`src/rtl/closest_hit_reducer_if.sv`:
```
// Hit record package and valid/ready bus interface for the closest-hit reducer.
// The null voxel index can be overridden by defining NULL_VOXEL_INDEX before this file.
`ifndef NULL_VOXEL_INDEX
`define NULL_VOXEL_INDEX 16'hFFFF
`endif

package closest_hit_pkg;
    localparam int unsigned T_W      = 32;  // signed 16.16 fixed-point distance
    localparam int unsigned VI_W     = 16;
    localparam int unsigned COLOR_W  = 24;
    localparam int unsigned STYPE_W  = 2;
    localparam int unsigned NORMAL_W = 3;

    typedef struct packed {
        logic                  b_hit;
        logic signed [T_W-1:0] t;
        logic [VI_W-1:0]       vi;
        logic [COLOR_W-1:0]    color;
        logic [STYPE_W-1:0]    surface_type;
        logic [NORMAL_W-1:0]   normal;
    } hit_t;

    localparam hit_t NO_HIT = '{b_hit: 1'b0, t: '0, vi: VI_W'(`NULL_VOXEL_INDEX),
                                color: '0, surface_type: '0, normal: '0};
endpackage

interface closest_hit_if #(parameter int unsigned CNT_W = 8);
    import closest_hit_pkg::*;

    logic             start_valid;
    logic             start_ready;
    logic             start_any_hit;
    logic             cand_valid;
    logic             cand_ready;
    logic             cand_last;
    hit_t             cand_hit;
    logic             out_valid;
    logic             out_ready;
    hit_t             out_hit;
    logic [CNT_W-1:0] out_count;

    modport master (
        output start_valid, start_any_hit, cand_valid, cand_last, cand_hit, out_ready,
        input  start_ready, cand_ready, out_valid, out_hit, out_count
    );

    modport slave (
        input  start_valid, start_any_hit, cand_valid, cand_last, cand_hit, out_ready,
        output start_ready, cand_ready, out_valid, out_hit, out_count
    );
endinterface

```
`src/rtl/closest_hit_reducer.sv`:
```
// Reduces the stream of AABB hit candidates for one ray to the nearest hit.
// Optional feature: define ANYHIT_EARLY_OUT_EN to finish shadow rays on their first hit.
module closest_hit_reducer
    import closest_hit_pkg::*;
#(
    parameter int unsigned CNT_W = 8
) (
    input  logic          clk,
    input  logic          resetn,
    closest_hit_if.slave  bus
);

    typedef enum logic [1:0] {IDLE, ACCUM, DONE} state_t;

    state_t           state, state_next;
    hit_t             best, best_next;
    logic [CNT_W-1:0] count, count_next;
    logic             start_rdy, start_rdy_next;
    logic             cand_rdy, cand_rdy_next;
    logic             res_valid, res_valid_next;

    logic start_fire, cand_fire, out_fire, replace;

`ifdef ANYHIT_EARLY_OUT_EN
    logic any_hit, any_hit_next;
    logic drain, drain_next;   // still swallowing the tail of an early-out ray
    logic taken, taken_next;   // result already handed to the consumer
`else
    logic unused_any_hit;
    assign unused_any_hit = bus.start_any_hit;
`endif

    assign start_fire = bus.start_valid & start_rdy;
    assign cand_fire  = bus.cand_valid & cand_rdy;
    assign out_fire   = res_valid & bus.out_ready;

    // Strictly nearer hit wins; equal distance keeps the earlier candidate
    assign replace = bus.cand_hit.b_hit &&
                     (!best.b_hit || ($signed(bus.cand_hit.t) < $signed(best.t)));

    assign bus.start_ready = start_rdy;
    assign bus.cand_ready  = cand_rdy;
    assign bus.out_valid   = res_valid;
    assign bus.out_hit     = best;
    assign bus.out_count   = count;

    // Next-state, datapath update and next values of the registered outputs
    always_comb begin
        state_next = state;
        best_next  = best;
        count_next = count;
`ifdef ANYHIT_EARLY_OUT_EN
        any_hit_next = any_hit;
        drain_next   = drain;
        taken_next   = taken;
`endif
        case (state)
            IDLE: begin
                if (start_fire) begin
                    best_next  = NO_HIT;
                    count_next = '0;
                    state_next = ACCUM;
`ifdef ANYHIT_EARLY_OUT_EN
                    any_hit_next = bus.start_any_hit;
                    drain_next   = 1'b0;
                    taken_next   = 1'b0;
`endif
                end
            end
            ACCUM: begin
                if (cand_fire) begin
                    if (count != {CNT_W{1'b1}}) begin
                        count_next = count + CNT_W'(1);
                    end
                    if (replace) begin
                        best_next = bus.cand_hit;
                    end
                    if (bus.cand_last) begin
                        state_next = DONE;
                    end
`ifdef ANYHIT_EARLY_OUT_EN
                    else if (any_hit && bus.cand_hit.b_hit) begin
                        state_next = DONE;
                        drain_next = 1'b1;
                    end
`endif
                end
            end
            DONE: begin
`ifdef ANYHIT_EARLY_OUT_EN
                if (out_fire) begin
                    taken_next = 1'b1;
                end
                if (drain && cand_fire && bus.cand_last) begin
                    drain_next = 1'b0;
                end
                if (taken_next && !drain_next) begin
                    state_next = IDLE;
                end
`else
                if (out_fire) begin
                    state_next = IDLE;
                end
`endif
            end
            default: state_next = IDLE;
        endcase

        start_rdy_next = (state_next == IDLE);
`ifdef ANYHIT_EARLY_OUT_EN
        cand_rdy_next  = (state_next == ACCUM) || drain_next;
        res_valid_next = (state_next == DONE) && !taken_next;
`else
        cand_rdy_next  = (state_next == ACCUM);
        res_valid_next = (state_next == DONE);
`endif
    end

    // State, best-hit/count registers and registered handshake outputs
    always_ff @(posedge clk or negedge resetn) begin
        if (!resetn) begin
            state     <= IDLE;
            best      <= NO_HIT;
            count     <= '0;
            start_rdy <= 1'b0;
            cand_rdy  <= 1'b0;
            res_valid <= 1'b0;
`ifdef ANYHIT_EARLY_OUT_EN
            any_hit   <= 1'b0;
            drain     <= 1'b0;
            taken     <= 1'b0;
`endif
        end else begin
            state     <= state_next;
            best      <= best_next;
            count     <= count_next;
            start_rdy <= start_rdy_next;
            cand_rdy  <= cand_rdy_next;
            res_valid <= res_valid_next;
`ifdef ANYHIT_EARLY_OUT_EN
            any_hit   <= any_hit_next;
            drain     <= drain_next;
            taken     <= taken_next;
`endif
        end
    end

endmodule
```
`src/flat_wrapper.sv`:
```
// flat-port wrapper written by rule: the top's interface ports become plain ports
module closest_hit_reducer_flat import closest_hit_pkg::*;
#(
    parameter int unsigned CNT_W = 8
)
  (clk, resetn, bus_start_valid, bus_start_any_hit, bus_cand_valid, bus_cand_last, bus_cand_hit, bus_out_ready, bus_start_ready, bus_cand_ready, bus_out_valid, bus_out_hit, bus_out_count);
  closest_hit_if #(.CNT_W(CNT_W)) bus_i ();
  input  logic clk;
  input  logic resetn;
  input wire logic [$bits(bus_i.start_valid)-1:0] bus_start_valid;
  input wire logic [$bits(bus_i.start_any_hit)-1:0] bus_start_any_hit;
  input wire logic [$bits(bus_i.cand_valid)-1:0] bus_cand_valid;
  input wire logic [$bits(bus_i.cand_last)-1:0] bus_cand_last;
  input wire logic [$bits(bus_i.cand_hit)-1:0] bus_cand_hit;
  input wire logic [$bits(bus_i.out_ready)-1:0] bus_out_ready;
  output wire logic [$bits(bus_i.start_ready)-1:0] bus_start_ready;
  output wire logic [$bits(bus_i.cand_ready)-1:0] bus_cand_ready;
  output wire logic [$bits(bus_i.out_valid)-1:0] bus_out_valid;
  output wire logic [$bits(bus_i.out_hit)-1:0] bus_out_hit;
  output wire logic [$bits(bus_i.out_count)-1:0] bus_out_count;
  assign bus_i.start_valid = bus_start_valid;
  assign bus_i.start_any_hit = bus_start_any_hit;
  assign bus_i.cand_valid = bus_cand_valid;
  assign bus_i.cand_last = bus_cand_last;
  assign bus_i.cand_hit = bus_cand_hit;
  assign bus_i.out_ready = bus_out_ready;
  assign bus_start_ready = bus_i.start_ready;
  assign bus_cand_ready = bus_i.cand_ready;
  assign bus_out_valid = bus_i.out_valid;
  assign bus_out_hit = bus_i.out_hit;
  assign bus_out_count = bus_i.out_count;
  closest_hit_reducer #(.CNT_W(CNT_W)) u_core (.clk(clk), .resetn(resetn), .bus(bus_i));
endmodule
```
`config.mk`:
```
export PLATFORM = sky130hd
export DESIGN_NAME = closest_hit_reducer_flat
export DESIGN_NICKNAME = d
export VERILOG_FILES = /design/src/rtl/closest_hit_reducer_if.sv /design/src/rtl/closest_hit_reducer.sv /design/src/flat_wrapper.sv
export SDC_FILE = /design/constraint.sdc
export NUM_CORES = 1
export LEC_CHECK = 0
export BUFFER_PORTS_ARGS = -buffer_cell sky130_fd_sc_hd__buf_4
export CAP_MARGIN = 5
export CELL_PAD_IN_SITES_DETAIL_PLACEMENT = 0
export CELL_PAD_IN_SITES_GLOBAL_PLACEMENT = 1
export CORE_ASPECT_RATIO = 1.5
export CORE_MARGIN = 2
export CORE_UTILIZATION = 37
export CTS_CLUSTER_SIZE = 40
export DETAILED_ROUTE_END_ITERATION = 16
export PLACE_DENSITY_LB_ADDON = 0.08
export RECOVER_POWER = 50
export SLEW_MARGIN = 20
export SYNTH_ARGS = -nofsm -noshare
export SYNTH_HDL_FRONTEND = slang
export SYNTH_SLANG_ARGS = --single-unit
```
`constraint.sdc`:
```
create_clock -name clk -period 2.86 [get_ports clk]
set_input_delay 0.572 -clock clk [delete_from_list [all_inputs] [get_ports clk]]
set_output_delay 0.572 -clock clk [all_outputs]
set_load 0.005 [all_outputs]
```
# ---- Yosys cells after proc, flatten, opt, wreduce, memory -nomap -nowiden
# Index checks and enable logic that the tools add are counted.
dict set report classes {
  addsub 1
  multipliers 0
  div 0
  n_lt_le_gt_ge 1
  n_eq_ne 9
  n_shift 0
  n_mux 13
  bitwise_logic 3
  n_reduce_logical 8
}
# operator count
set ops {}
lappend ops {{78-bit two-way mux} 3}
lappend ops {{78-bit case mux with 2 select lines} 1}
lappend ops {{32-bit less-than comparator} 1}
lappend ops {{8-bit two-way mux} 3}
lappend ops {{8-bit case mux with 2 select lines} 1}
lappend ops {{8-bit by 1-bit adder with 8-bit output (second input constant)} 1}
lappend ops {{2-bit two-way mux} 4}
lappend ops {{2-bit by 1-bit != test with 1-bit output (second input constant)} 4}
lappend ops {{8-bit != test (second input constant)} 1}
lappend ops {{4-bit AND reduction} 2}
lappend ops {{2-bit case mux with 3 select lines} 1}
lappend ops {{2-bit by 1-bit equality test with 1-bit output (second input constant)} 2}
lappend ops {{2-bit equality test (second input constant)} 2}
lappend ops {{2-bit zero test} 2}
lappend ops {{1-bit bitwise AND} 3}
lappend ops {{2-bit nonzero test} 1}
lappend ops {{1-bit logical AND} 1}
lappend ops {{1-bit zero test} 1}
lappend ops {{1-bit logical OR} 1}
dict set report totals {
  regBits 91
  latch_bits 0
  mem_bits_rw 0
  mem_bits_ro 0
  inputBits 85
  out_inout_bits 89
  elab_cells 46
  mem_count 0
}

# ---- Logic depth before layout (Yosys ltp)
# Gate-level depths: netlist (run 1).
dict set report logic_depth {
  ltp_word 6
  mapped_depth 11
  mapped_depth_nobuf 9
}

# ---- Least setup slack after synthesis (run 1)
# No wires, ideal clock.
dict set report synth_timing {
  path_kind {input-to-reg}
  from {input bus_cand_hit[52]}
  to {register u_core.best (netlist bit u_core.bus.out_hit[46])}
  setup_time_ps 79
  arrival_ps 2353
  t_required_ps 2781
  setup_slack_ps 428
  stages 9
  path_buffers 2
  cell_sequence {ha_1 > nand4_1 > o311a_1 > o41ai_2 > a31oi_1 > nand2_2 > buf_6 > buf_6 > mux2i_1}
}
dict set report synth_between {
  elab_chain_cells 5
}
# item line_no
set synth_rtl {}
lappend synth_rtl {{from (decl)} flat_wrapper.sv:14} ;# input wire logic [$bits(bus_i.cand_hit)-1:0] bus_cand_hit;
lappend synth_rtl {{32-bit less-than comparator} closest_hit_reducer.sv:39} ;# (!best.b_hit || ($signed(bus.cand_hit.t) < $signed(best.t)));
lappend synth_rtl {{1-bit logical OR} closest_hit_reducer.sv:39}
lappend synth_rtl {{1-bit logical AND} closest_hit_reducer.sv:38} ;# assign replace = bus.cand_hit.b_hit &&
lappend synth_rtl {{2-bit by 1-bit != test with 1-bit output (no line)} --}
lappend synth_rtl {{4-bit AND reduction (no line)} --}
lappend synth_rtl {{to (signal assigned)} closest_hit_reducer.sv:135} ;# best <= best_next;
lappend synth_rtl {{to (decl)} closest_hit_reducer.sv:16} ;# hit_t best, best_next;
# No other way between the ends.
# A chain may end at the register's enable or synchronous reset.

# ---- Final worst setup path (run 1)
dict set report layout_timing {
  from {register u_core.best (netlist bit u_core.bus.out_hit[52])}
  to {register u_core.best (netlist bit u_core.bus.out_hit[70])}
}
dict set report layout_between {
  elab_chain_cells 5
}
# item line_no
set layout_rtl {}
lappend layout_rtl {{32-bit less-than comparator} closest_hit_reducer.sv:39}
lappend layout_rtl {{1-bit logical OR} closest_hit_reducer.sv:39}
lappend layout_rtl {{1-bit logical AND} closest_hit_reducer.sv:38}
lappend layout_rtl {{2-bit by 1-bit != test with 1-bit output (no line)} --}
lappend layout_rtl {{4-bit AND reduction (no line)} --}
# No other way between the ends.

==> metrics, run 1 <==
slew at the pin with the worst max-slew slack=approximately 1.9 ns; detailed placer's ending HPWL=about 9.3 mm; Final setup violation count=0; Setup WS pre-CTS=-0.06059 ns; fraction of final layout cells sized beyond drive strength 1=~30%; total clock buffers created by CTS=9; register bit total from synthesis=between 90 and 100; area of the die=between 10000 and 15000 um^2; Avg Vias per Cell=between 4 and 5; GRT Total Usage=between 10% and 20%; combined area of all synthesized cells=4841 um^2; buffer count from post-CTS setup fixing=0; Die H=around 140 um; overflow left after global routing=0; fraction of power consumed by the clock network=about a fifth; CTS Hold Buffers Added=0; antenna-violating nets left=0; setup TNS=0 ns; Switching Fraction=a little under two fifths; Max Cap Viol=1; Final min period=between 2 and 3 ns; root buffer cell=sky130_fd_sc_hd__clkbuf_16; Clock Path Buffers=2; crit path max fanout=27; standard-cell rows=51; 1st-iter DRT viols=between 100 and 150; Clock transition at path regs=0.07 ns; CTS H-tree depth=3; final net count=between 800 and 900; post-placement cell count=between 800 and 900; unrepaired setup endpoints after global routing=no; Critical Path RT=about 3.1 ns; die width=between 90 and 100 um; Area growth syn-to-layout=36.39%; number of cells produced by synthesis=518; detailed-routing iteration count for the pre-antenna-repair pass=4; CTS tree=done; detailed-route DRC error count=0; number of nets in the synthesized netlist=between 600 and 700; path category of the worst min-delay check=in -> reg; max_slew headroom=-23.91%; core area=about 13000 um^2; number of antenna violations at the first check in global routing=0; sequential-to-total area share from yosys stat=47.45%; startpoint type of the worst setup path=flip-flop; Post-Route Utilization=between 50 and 60%; Setup WS post-layout=0.2794 ns; Final Hold Fails=0; yosys warns=0; Pwr Density=987.4 nW/um^2; drt wl/cell=between 15 and 20 um; number of sinks driven by the clock tree=91; buffers added on ports=172; number of diodes=0; Achievable Freq=387.5 MHz; type of the worst setup path=reg -> reg; Worst VDD drop=about 570 uV; non-filler cells in the finished layout=849; vias in the first global route=around 4.3k; final period utilization=~90%; total vias in the final route=4229; Internal Power=4.080 mW; largest net degree at the start of global routing=65; critical path capture point type=flip-flop; outcome=finished, violations left; io pins=about 170; insertion delay to the later sink of the worst-skew pair=~0.34 ns; effective utilization at floorplan=between 30 and 40%; WHS=0.4608 ns; Total Wirelength=approximately 13 mm; PostCTS Resize Cnt=0; gp weighted congestion=around 0.8; part of the total power dissipated in combinational logic=45.1%; portion of total power attributed to sequential cells=around a third; fill count=~1.3k; count of pins over their slew limit=32; average cell area after synthesis=about 9.3 um^2; Data arrival, critical path=about 2.8 ns; wire length of the first global-routing pass=~21 mm; worst clock skew=slightly above 0.01 ns; distinct cell type count of the synthesized netlist=29; switching power summed over all nets=roughly 2.4 mW; violated checks=capacitance limit, slew limit; leakage power figure=between 3 and 4 nW
==> placed cells by master, fill, tap and decap left out, types with 2 or more instances in the layout <==
master	n
sky130_fd_sc_hd__nand2_1	152
sky130_fd_sc_hd__bufinv_16	2
sky130_fd_sc_hd__nand2b_1	2
sky130_fd_sc_hd__clkbuf_4	30
sky130_fd_sc_hd__buf_12	4
sky130_fd_sc_hd__mux2i_1	67
sky130_fd_sc_hd__a21o_1	3
sky130_fd_sc_hd__xnor2_1	3
sky130_fd_sc_hd__clkinv_2	2
sky130_fd_sc_hd__clkbuf_1	15
sky130_fd_sc_hd__and3_1	2
sky130_fd_sc_hd__dfrtp_1	75
sky130_fd_sc_hd__dfstp_2	16
sky130_fd_sc_hd__o21ai_0	24
sky130_fd_sc_hd__inv_1	33
sky130_fd_sc_hd__a31o_2	2
sky130_fd_sc_hd__nand3_1	5
sky130_fd_sc_hd__or3_1	3
sky130_fd_sc_hd__nor2_1	25
sky130_fd_sc_hd__nor3_1	2
sky130_fd_sc_hd__nand4_1	6
sky130_fd_sc_hd__buf_4	132
sky130_fd_sc_hd__a21oi_1	19
sky130_fd_sc_hd__clkbuf_16	9
sky130_fd_sc_hd__ha_1	32
sky130_fd_sc_hd__a31oi_1	13
==> state kept, by name (all words and copies together) (netlist names) <==
register / count
u_core.bus.out_hit: 78
u_core.bus.out_count: 8
u_core.state: 2
u_core.bus.cand_ready: 1
u_core.bus.out_valid: 1
u_core.bus.start_ready: 1
==> layout make-up <==
| type | instances | area, um^2 | share of cell area, % |
|---|---|---|---|
| sequential | 91 | 2297 | 34.79 |
| timing repair buffer | 182 | 1358 | 20.56 |
| tap | 159 | 198.9 | 3.013 |
| inverter | 33 | 123.9 | 1.876 |
| clock inverter | 6 | 87.58 | 1.327 |
| multi-input combinational | 368 | 2298 | 34.81 |
| clock buffer | 10 | 239.0 | 3.619 |
==> cells by family after synthesis <==
group / Yosys count / share of synthesized area [%]
xor+xnor: 3 / 0.5429
mux: 67 / 13.85
simple gates: 201 / 16.62
flops: 91 / 47.45
fa+ha+maj: 32 / 8.271
buf+inv: 59 / 5.428
compound gates: 65 / 7.832
==> synth_stat cells <==
master | number | area share (%)
sky130_fd_sc_hd__dfrtp_1 | 75 | 39
sky130_fd_sc_hd__buf_6 | 4 | 0.93
sky130_fd_sc_hd__nand2_2 | 1 | 0.13
sky130_fd_sc_hd__nor3_1 | 2 | 0.21
sky130_fd_sc_hd__nand3_1 | 6 | 0.62
sky130_fd_sc_hd__a211o_1 | 1 | 0.18
sky130_fd_sc_hd__nand4_1 | 6 | 0.78
sky130_fd_sc_hd__xnor2_1 | 3 | 0.54
sky130_fd_sc_hd__buf_4 | 3 | 0.47
sky130_fd_sc_hd__dfstp_2 | 16 | 8.7
sky130_fd_sc_hd__ha_1 | 32 | 8.3
sky130_fd_sc_hd__clkbuf_1 | 19 | 1.5
sky130_fd_sc_hd__a31o_2 | 2 | 0.36
sky130_fd_sc_hd__nor2_1 | 25 | 1.9
sky130_fd_sc_hd__or3_1 | 3 | 0.39
sky130_fd_sc_hd__nor4_1 | 1 | 0.13
sky130_fd_sc_hd__nand2b_1 | 2 | 0.26
sky130_fd_sc_hd__mux2i_1 | 67 | 14
sky130_fd_sc_hd__o21bai_1 | 1 | 0.16
sky130_fd_sc_hd__a21o_1 | 3 | 0.47
sky130_fd_sc_hd__nor2b_1 | 1 | 0.13
sky130_fd_sc_hd__o21ai_0 | 24 | 2.5
sky130_fd_sc_hd__and3_1 | 2 | 0.26
sky130_fd_sc_hd__a21oi_1 | 19 | 2.0
sky130_fd_sc_hd__o311a_1 | 1 | 0.21
sky130_fd_sc_hd__a31oi_1 | 13 | 1.7
sky130_fd_sc_hd__nand2_1 | 152 | 12
sky130_fd_sc_hd__o41ai_2 | 1 | 0.34
sky130_fd_sc_hd__inv_1 | 33 | 2.6
==> power by group through the flow <==
stage	clock, mW	sequential, mW	combinational [mW]
4_1_cts	1.35	2.29	3.10
5_1_grt	1.40	2.35	3.33
2_1_floorplan	0	2.28	1.61
3_5_place_dp	0	2.30	3.09
6_report	1.31	2.27	2.94
3_3_place_gp	0	2.27	3.03
==> path summary, 6_finish.rpt <==
check / from / end / slack [ns] / cells after the start
worst min register to register: u_core.bus.out_hit[29] / u_core.bus.out_hit[29] / 0.48 / 2
worst min-delay path: bus_cand_hit[32] / u_core.bus.out_hit[32] / 0.46 / 3
max in group asynchronous: resetn / u_core.bus.out_hit[21] / 0.71 / 2
worst max register to register: u_core.bus.out_hit[52] / u_core.bus.out_hit[70] / 0.28 / 9
worst max-delay path: u_core.bus.out_hit[52] / u_core.bus.out_hit[70] / 0.28 / 9
min in group asynchronous: resetn / u_core.bus.out_hit[68] / 0.72 / 1
==> critical path, cell delays in order (launching register included) <==
cell                      delay (ns)
sky130_fd_sc_hd__dfrtp_1        0.37
sky130_fd_sc_hd__inv_1          0.05
sky130_fd_sc_hd__ha_1           0.31
sky130_fd_sc_hd__nand4_1        0.10
sky130_fd_sc_hd__o311a_1        0.39
sky130_fd_sc_hd__o41ai_2        0.40
sky130_fd_sc_hd__a31oi_1        0.23
sky130_fd_sc_hd__nand2_4        0.16
sky130_fd_sc_hd__buf_12         0.24
sky130_fd_sc_hd__mux2i_1        0.24
==> routing by layer <==
layer | share of wire [%] | vias up | global-route usage (%)
met5 | 0 | - | 0
met4 | 1.9 | 0 | 6.579
met2 | 52 | 115 | 33.18
met1 | 41 | 2031 | 21.96
li1 | - | 2064 | -
met3 | 5.1 | 19 | 4.447
==> through the flow <==
stage	area, um^2	power (mW)
detailed placement	6335	5.386
finish	6603	6.519
floorplan	4841	3.896
global route	6603	7.086
CTS	6661	6.734
global placement	6335	5.302
No activity file was read; power rests on OpenSTA's default activity.
==> run 2, diff against run 1 <==
--- a/config.mk
+++ b/config.mk
@@ -7,15 +7,15 @@
 export LEC_CHECK = 0
 export BUFFER_PORTS_ARGS = -buffer_cell sky130_fd_sc_hd__buf_4
 export CAP_MARGIN = 5
-export CELL_PAD_IN_SITES_DETAIL_PLACEMENT = 0
-export CELL_PAD_IN_SITES_GLOBAL_PLACEMENT = 1
+export CELL_PAD_IN_SITES_DETAIL_PLACEMENT = 2
+export CELL_PAD_IN_SITES_GLOBAL_PLACEMENT = 2
 export CORE_ASPECT_RATIO = 1.5
 export CORE_MARGIN = 2
-export CORE_UTILIZATION = 37
+export CORE_UTILIZATION = 29
 export CTS_CLUSTER_SIZE = 40
 export DETAILED_ROUTE_END_ITERATION = 16
+export HOLD_SLACK_MARGIN = 0.12
 export PLACE_DENSITY_LB_ADDON = 0.08
-export RECOVER_POWER = 50
 export SLEW_MARGIN = 20
 export SYNTH_ARGS = -nofsm -noshare
 export SYNTH_HDL_FRONTEND = slang
==> metrics, run 2 (same netlist as run 1, synthesis figures left out) <==
crit path max fanout=22 (-19%); Critical Path RT=3.11 ns (about the same); standard-cell rows=57 (+12%); largest net degree at the start of global routing=65 (unchanged); Avg Vias per Cell=4.912 (-1.4%); fraction of final layout cells sized beyond drive strength 1=31.65% (+1.9 points); Setup WS post-layout=0.2259 ns (-0.05350 ns); detailed placer's ending HPWL=11.85 mm (+27%); core area=16260 um^2 (+26%); critical path capture point type=flip-flop; leakage power figure=3.592 nW (+2.1%); Post-Route Utilization=41.40% (-9.8 points); vias in the first global route=5008 (+16%); overflow left after global routing=0 (unchanged); die width=109.5 um (+12%); WHS=0.1936 ns (-0.2673 ns); most common library cell in the layout ignoring fill and taps=sky130_fd_sc_hd__buf_4; total vias in the final route=4411 (+4.3%); effective utilization at floorplan=29.77% (-7.8 points); count of pins over their slew limit=0 (-100%); antenna-violating nets left=0 (unchanged); wire length of the first global-routing pass=25.61 mm (+21%); startpoint type of the worst setup path=flip-flop; Worst VDD drop=447.7 uV (-21%); slew at the pin with the worst max-slew slack=0.9425 ns (-0.9161 ns); Max Cap Viol=0 (-1); CTS tree=done; max_slew headroom=37.16% (+61 points); Final min period=2.634 ns (+0.05350 ns); path category of the worst min-delay check=in -> async; outcome=finished clean; Total Wirelength=16.10 mm (+23%); number of diodes=0 (unchanged); Setup WS pre-CTS=-0.07611 ns (-0.01551 ns); Final Hold Fails=0 (unchanged); number of antenna violations at the first check in global routing=0 (unchanged); Clock transition at path regs=0.07 ns (about the same); Area growth syn-to-layout=39.05%; buffer count from post-CTS setup fixing=0 (unchanged); Clock Path Buffers=2 (unchanged); drt wl/cell=17.92 um (+16%); Die H=162.2 um (+13%); flip-flop count of the largest register after layout=78 (unchanged); area taken by flip-flops and latches=2297 um^2 (unchanged); CTS H-tree depth=3 (unchanged); 1st-iter DRT viols=96 (-29%); final period utilization=92.10% (+1.9 points); PostCTS Resize Cnt=0 (unchanged); detailed-routing iteration count for the pre-antenna-repair pass=6 (+2); insertion delay to the later sink of the worst-skew pair=0.35 ns (about the same); root buffer cell=sky130_fd_sc_hd__clkbuf_16; worst clock skew=0.006849 ns (-0.003465 ns); final net count=804 (+0.25%); io pins=174 (unchanged); buffers added on ports=172 (unchanged); fill count=1810 (+43%); commonest cells after routing, fill and taps aside=180 x sky130_fd_sc_hd__buf_4, 152 x sky130_fd_sc_hd__nand2_1, 75 x sky130_fd_sc_hd__dfrtp_1, 67 x sky130_fd_sc_hd__mux2i_1, 33 x sky130_fd_sc_hd__inv_1; area occupied by multi-input gates=2310 um^2 (+0.49%); type of the worst setup path=reg -> reg; Final setup violation count=0 (unchanged); Pwr Density=1005 nW/um^2 (+1.8%); CTS Hold Buffers Added=0 (unchanged); Data arrival, critical path=2.88 ns (+0.04 ns); gp weighted congestion=0.7482 (-4.9%); area of the die=17760 um^2 (+27%); detailed-route DRC error count=0 (unchanged); number of sinks driven by the clock tree=91 (unchanged); Achievable Freq=379.6 MHz (-2.0%); total clock buffers created by CTS=9 (unchanged); GRT Total Usage=18.80% (+0.17 points)
## run 2: cell count changes in the layout (fill, tap and decap cells not counted), moves of 2 or more
cell,change
sky130_fd_sc_hd__buf_4,+48
sky130_fd_sc_hd__clkbuf_4,-30
sky130_fd_sc_hd__clkbuf_1,-12
sky130_fd_sc_hd__clkinv_2,-2
sky130_fd_sc_hd__clkinvlp_4,+2
## run 2: where the power goes
group	leakage [nW]	switching (mW)	total [mW]	internal, mW
clock	0.143	0.522	1.29	0.768
combinational	2.26	1.68	3.18	1.50
sequential	1.19	0.393	2.29	1.90
total	3.59	2.60	6.77	4.17
## run 2: area by class of cell
class	instances	share of cell area, %
clock buffer	12	3.513
tap	206	3.829
clock inverter	4	1.115
inverter	33	1.840
sequential	91	34.13
timing repair buffer	184	21.26
multi-input combinational	368	34.31
## run 2: final timing paths
kind | start | endpoint | slack (ns) | cells after the start
max in group asynchronous | resetn | u_core.bus.out_hit[44] | 2.16 | 2
min in group clk | bus_cand_hit[37] | u_core.bus.out_hit[37] | 0.46 | 3
min | resetn | u_core.bus.out_hit[67] | 0.19 | 2
max reg2reg | u_core.bus.out_hit[52] | u_core.bus.out_hit[59] | 0.23 | 9
max | u_core.bus.out_hit[52] | u_core.bus.out_hit[59] | 0.23 | 9
min reg2reg | u_core.bus.out_hit[35] | u_core.bus.out_hit[35] | 0.48 | 2
## run 2: critical path: stages (launching register included)
cell and delay (ns):
sky130_fd_sc_hd__dfrtp_1 0.38, sky130_fd_sc_hd__inv_1 0.06, sky130_fd_sc_hd__ha_1 0.32, sky130_fd_sc_hd__nand4_1 0.10, sky130_fd_sc_hd__o311a_1 0.41, sky130_fd_sc_hd__o41ai_4 0.36
sky130_fd_sc_hd__a31oi_1 0.21, sky130_fd_sc_hd__nand2_4 0.19, sky130_fd_sc_hd__buf_12 0.23, sky130_fd_sc_hd__mux2i_1 0.27
## run 2: metal layers
metal | up-vias | wire length (um) | GRT usage (%)
met2 | 101 | 9091 | 36.25
met5 | - | 0 | 0
met4 | 0 | 234 | 5.466
li1 | 2056 | - | -
met1 | 2243 | 5821 | 19.15
met3 | 11 | 947 | 5.096
## run 2: metrics by stage
step	TNS [ns]	instances	power (mW)	cell area [um^2]
5_1_grt	-0.009419	898	7.356	6731
2_1_floorplan	0	518	3.896	4841
3_5_place_dp	-1.480	882	5.577	6409
6_report	0	898	6.767	6731
3_3_place_gp	-2.426	882	5.382	6409
4_1_cts	0	898	6.918	6720
==> run 3, diff against run 2 <==
--- a/config.mk
+++ b/config.mk
@@ -7,11 +7,9 @@
 export LEC_CHECK = 0
 export BUFFER_PORTS_ARGS = -buffer_cell sky130_fd_sc_hd__buf_4
 export CAP_MARGIN = 5
-export CELL_PAD_IN_SITES_DETAIL_PLACEMENT = 2
-export CELL_PAD_IN_SITES_GLOBAL_PLACEMENT = 2
-export CORE_ASPECT_RATIO = 1.5
+export CORE_ASPECT_RATIO = 0.7
 export CORE_MARGIN = 2
-export CORE_UTILIZATION = 29
+export CORE_UTILIZATION = 50
 export CTS_CLUSTER_SIZE = 40
 export DETAILED_ROUTE_END_ITERATION = 16
 export HOLD_SLACK_MARGIN = 0.12
==> metrics, run 3 (same netlist as run 1, synthesis figures left out) <==
total clock buffers created by CTS=9 (unchanged); Die H=86.33 um (-47%); unrepaired setup endpoints after global routing=no; Clock Path Buffers=2 (unchanged); worst clock skew=0.005139 ns (-0.001710 ns); flip-flop count of the largest register after layout=78 (unchanged); Final Hold Fails=0 (unchanged); buffer count from post-CTS setup fixing=0 (unchanged); Avg Vias per Cell=5.105 (+3.9%); core area=9572 um^2 (-41%); final period utilization=91.34% (-0.76 points); portion of total power attributed to sequential cells=34.5% (+0.6 points); area taken by flip-flops and latches=2297 um^2 (unchanged); vias in the first global route=4156 (-17%); cell with the largest stage delay on the worst path=sky130_fd_sc_hd__o41ai_2; die width=121.6 um (+11%); CTS tree=done; top layer in use=met4; Total Wirelength=12.32 mm (-23%); drt wl/cell=15.06 um (-16%); Critical Path RT=3.11 ns (about the same); CTS Hold Buffers Added=0 (unchanged); insertion delay to the later sink of the worst-skew pair=0.34 ns (about the same); antenna-violating nets left=0 (unchanged); root buffer cell=sky130_fd_sc_hd__clkbuf_16; Pwr Density=999.3 nW/um^2 (-0.59%); number of diodes=0 (unchanged); Internal Power=4.176 mW (+0.18%); area occupied by multi-input gates=2298 um^2 (-0.49%); Setup WS pre-CTS=-0.05078 ns (+0.02533 ns); critical path capture point type=flip-flop; gp weighted congestion=0.8124 (+8.6%); setup TNS=0 ns (unchanged); startpoint type of the worst setup path=flip-flop; outcome=finished clean; length of routed met2 wiring=5.814 mm (-36%); Final min period=2.612 ns (-0.02186 ns); Switching Fraction=36.95% (-1.4 points); number of antenna violations at the first check in global routing=0 (unchanged); GRT Total Usage=24.05% (+5.3 points); Achievable Freq=382.8 MHz (+0.84%); detailed-routing iteration count for the pre-antenna-repair pass=6 (unchanged); switching power summed over all nets=2.448 mW (-5.8%); wire length of the first global-routing pass=19.79 mm (-23%); placement-stage cell area=6309 um^2 (-1.6%); io pins=174 (unchanged); crit path max fanout=21 (-4.5%); final net count=802 (-0.25%); 1st-iter DRT viols=240 (+150%); chain of cells forming the critical path=inv_1 -> ha_1 -> nand4_1 -> o311a_1 -> o41ai_2 -> a31oi_1 -> nand2_4 -> buf_12 -> mux2i_1; detailed-route DRC error count=0 (unchanged); most common library cell in the layout ignoring fill and taps=sky130_fd_sc_hd__buf_4; fraction of final layout cells sized beyond drive strength 1=31.59% (-0.053 points); fraction of power consumed by the clock network=19.4% (+0.3 points); largest net degree at the start of global routing=66 (+1.5%); commonest cells after routing, fill and taps aside=177 x sky130_fd_sc_hd__buf_4, 152 x sky130_fd_sc_hd__nand2_1, 75 x sky130_fd_sc_hd__dfrtp_1, 67 x sky130_fd_sc_hd__mux2i_1, 33 x sky130_fd_sc_hd__inv_1; max_slew headroom=41.93% (+4.8 points); number of sinks driven by the clock tree=91 (unchanged); part of the total power dissipated in combinational logic=46.2% (-0.8 points); detailed route wirelength on metal3=740 um (-22%); path category of the worst min-delay check=in -> async; slew at the pin with the worst max-slew slack=0.8710 ns (-0.07155 ns); effective utilization at floorplan=50.58% (+21 points); Data arrival, critical path=2.86 ns (-0.02 ns); overflow left after global routing=0 (unchanged); Final setup violation count=0 (unchanged); Worst VDD drop=554.8 uV (+24%); Clock transition at path regs=0.06 ns (about the same); standard-cell rows=30 (-47%); total vias in the final route=4176 (-5.3%); routed length on met1=5.597 mm (-3.8%); fill count=761 (-58%); number of buffers and inverters on the critical path=2 (unchanged); Post-Route Utilization=69.25% (+28 points); Area growth syn-to-layout=36.93%; buffers added on ports=172 (unchanged); CP max stage delay=0.41 ns (about the same); Setup WS post-layout=0.2477 ns (+0.02186 ns); type of the worst setup path=reg -> reg; area of the die=10500 um^2 (-41%); CTS H-tree depth=3 (unchanged); PostCTS Resize Cnt=0 (unchanged); Top Family by Delay on Critical Path=compound AO/OA/AOI/OAI gates; count of pins over their slew limit=0 (unchanged); Max Cap Viol=0 (unchanged); post-route cell area=6629 um^2 (-1.5%); detailed placer's ending HPWL=8.872 mm (-25%); leakage power figure=3.596 nW (+0.11%)
## run 3: worst paths after layout
| check | from | end | slack [ns] | cells after the start |
|---|---|---|---|---|
| worst max-delay path | u_core.bus.out_hit[52] | u_core.bus.out_hit[4] | 0.25 | 9 |
| worst min-delay path | resetn | u_core.bus.out_hit[60] | 0.19 | 1 |
| worst max register to register | u_core.bus.out_hit[52] | u_core.bus.out_hit[4] | 0.25 | 9 |
| worst min register to register | u_core.bus.out_hit[34] | u_core.bus.out_hit[34] | 0.48 | 2 |
| max in group asynchronous | resetn | u_core.bus.out_hit[31] | 1.96 | 2 |
| min in group clk | bus_cand_hit[37] | u_core.bus.out_hit[37] | 0.46 | 3 |
## run 3: stage by stage
step                      std cells  total power, mW  hold slack [ns]
after global placement          802            5.248           0.4644
final                           818            6.624           0.1861
after global routing            818            7.134           0.2135
after detailed placement        802            5.390           0.4718
after floorplan                 518            3.896           0.2764
after CTS                       818            6.693           0.2008
## run 3: routing by layer
layer	vias up	global-route usage [%]
met4	0	7.732
met1	1970	32.57
met2	131	38.46
met5	-	0
met3	12	5.855
li1	2063	-
## run 3: cell type report
class / count / area share, %
inverter: 33 / 1.869
multi-input combinational: 368 / 34.67
sequential: 91 / 34.65
clock buffer: 12 / 3.718
timing repair buffer: 182 / 21.56
clock inverter: 4 / 1.114
tap: 128 / 2.416
## run 3: power groups by stage
stage          sequential [mW]  clock, mW  combinational, mW
3_5_place_dp              2.30          0               3.09
3_3_place_gp              2.27          0               2.98
6_report                  2.28       1.28               3.06
2_1_floorplan             2.28          0               1.61
5_1_grt                   2.35       1.37               3.42
4_1_cts                   2.28       1.31               3.10
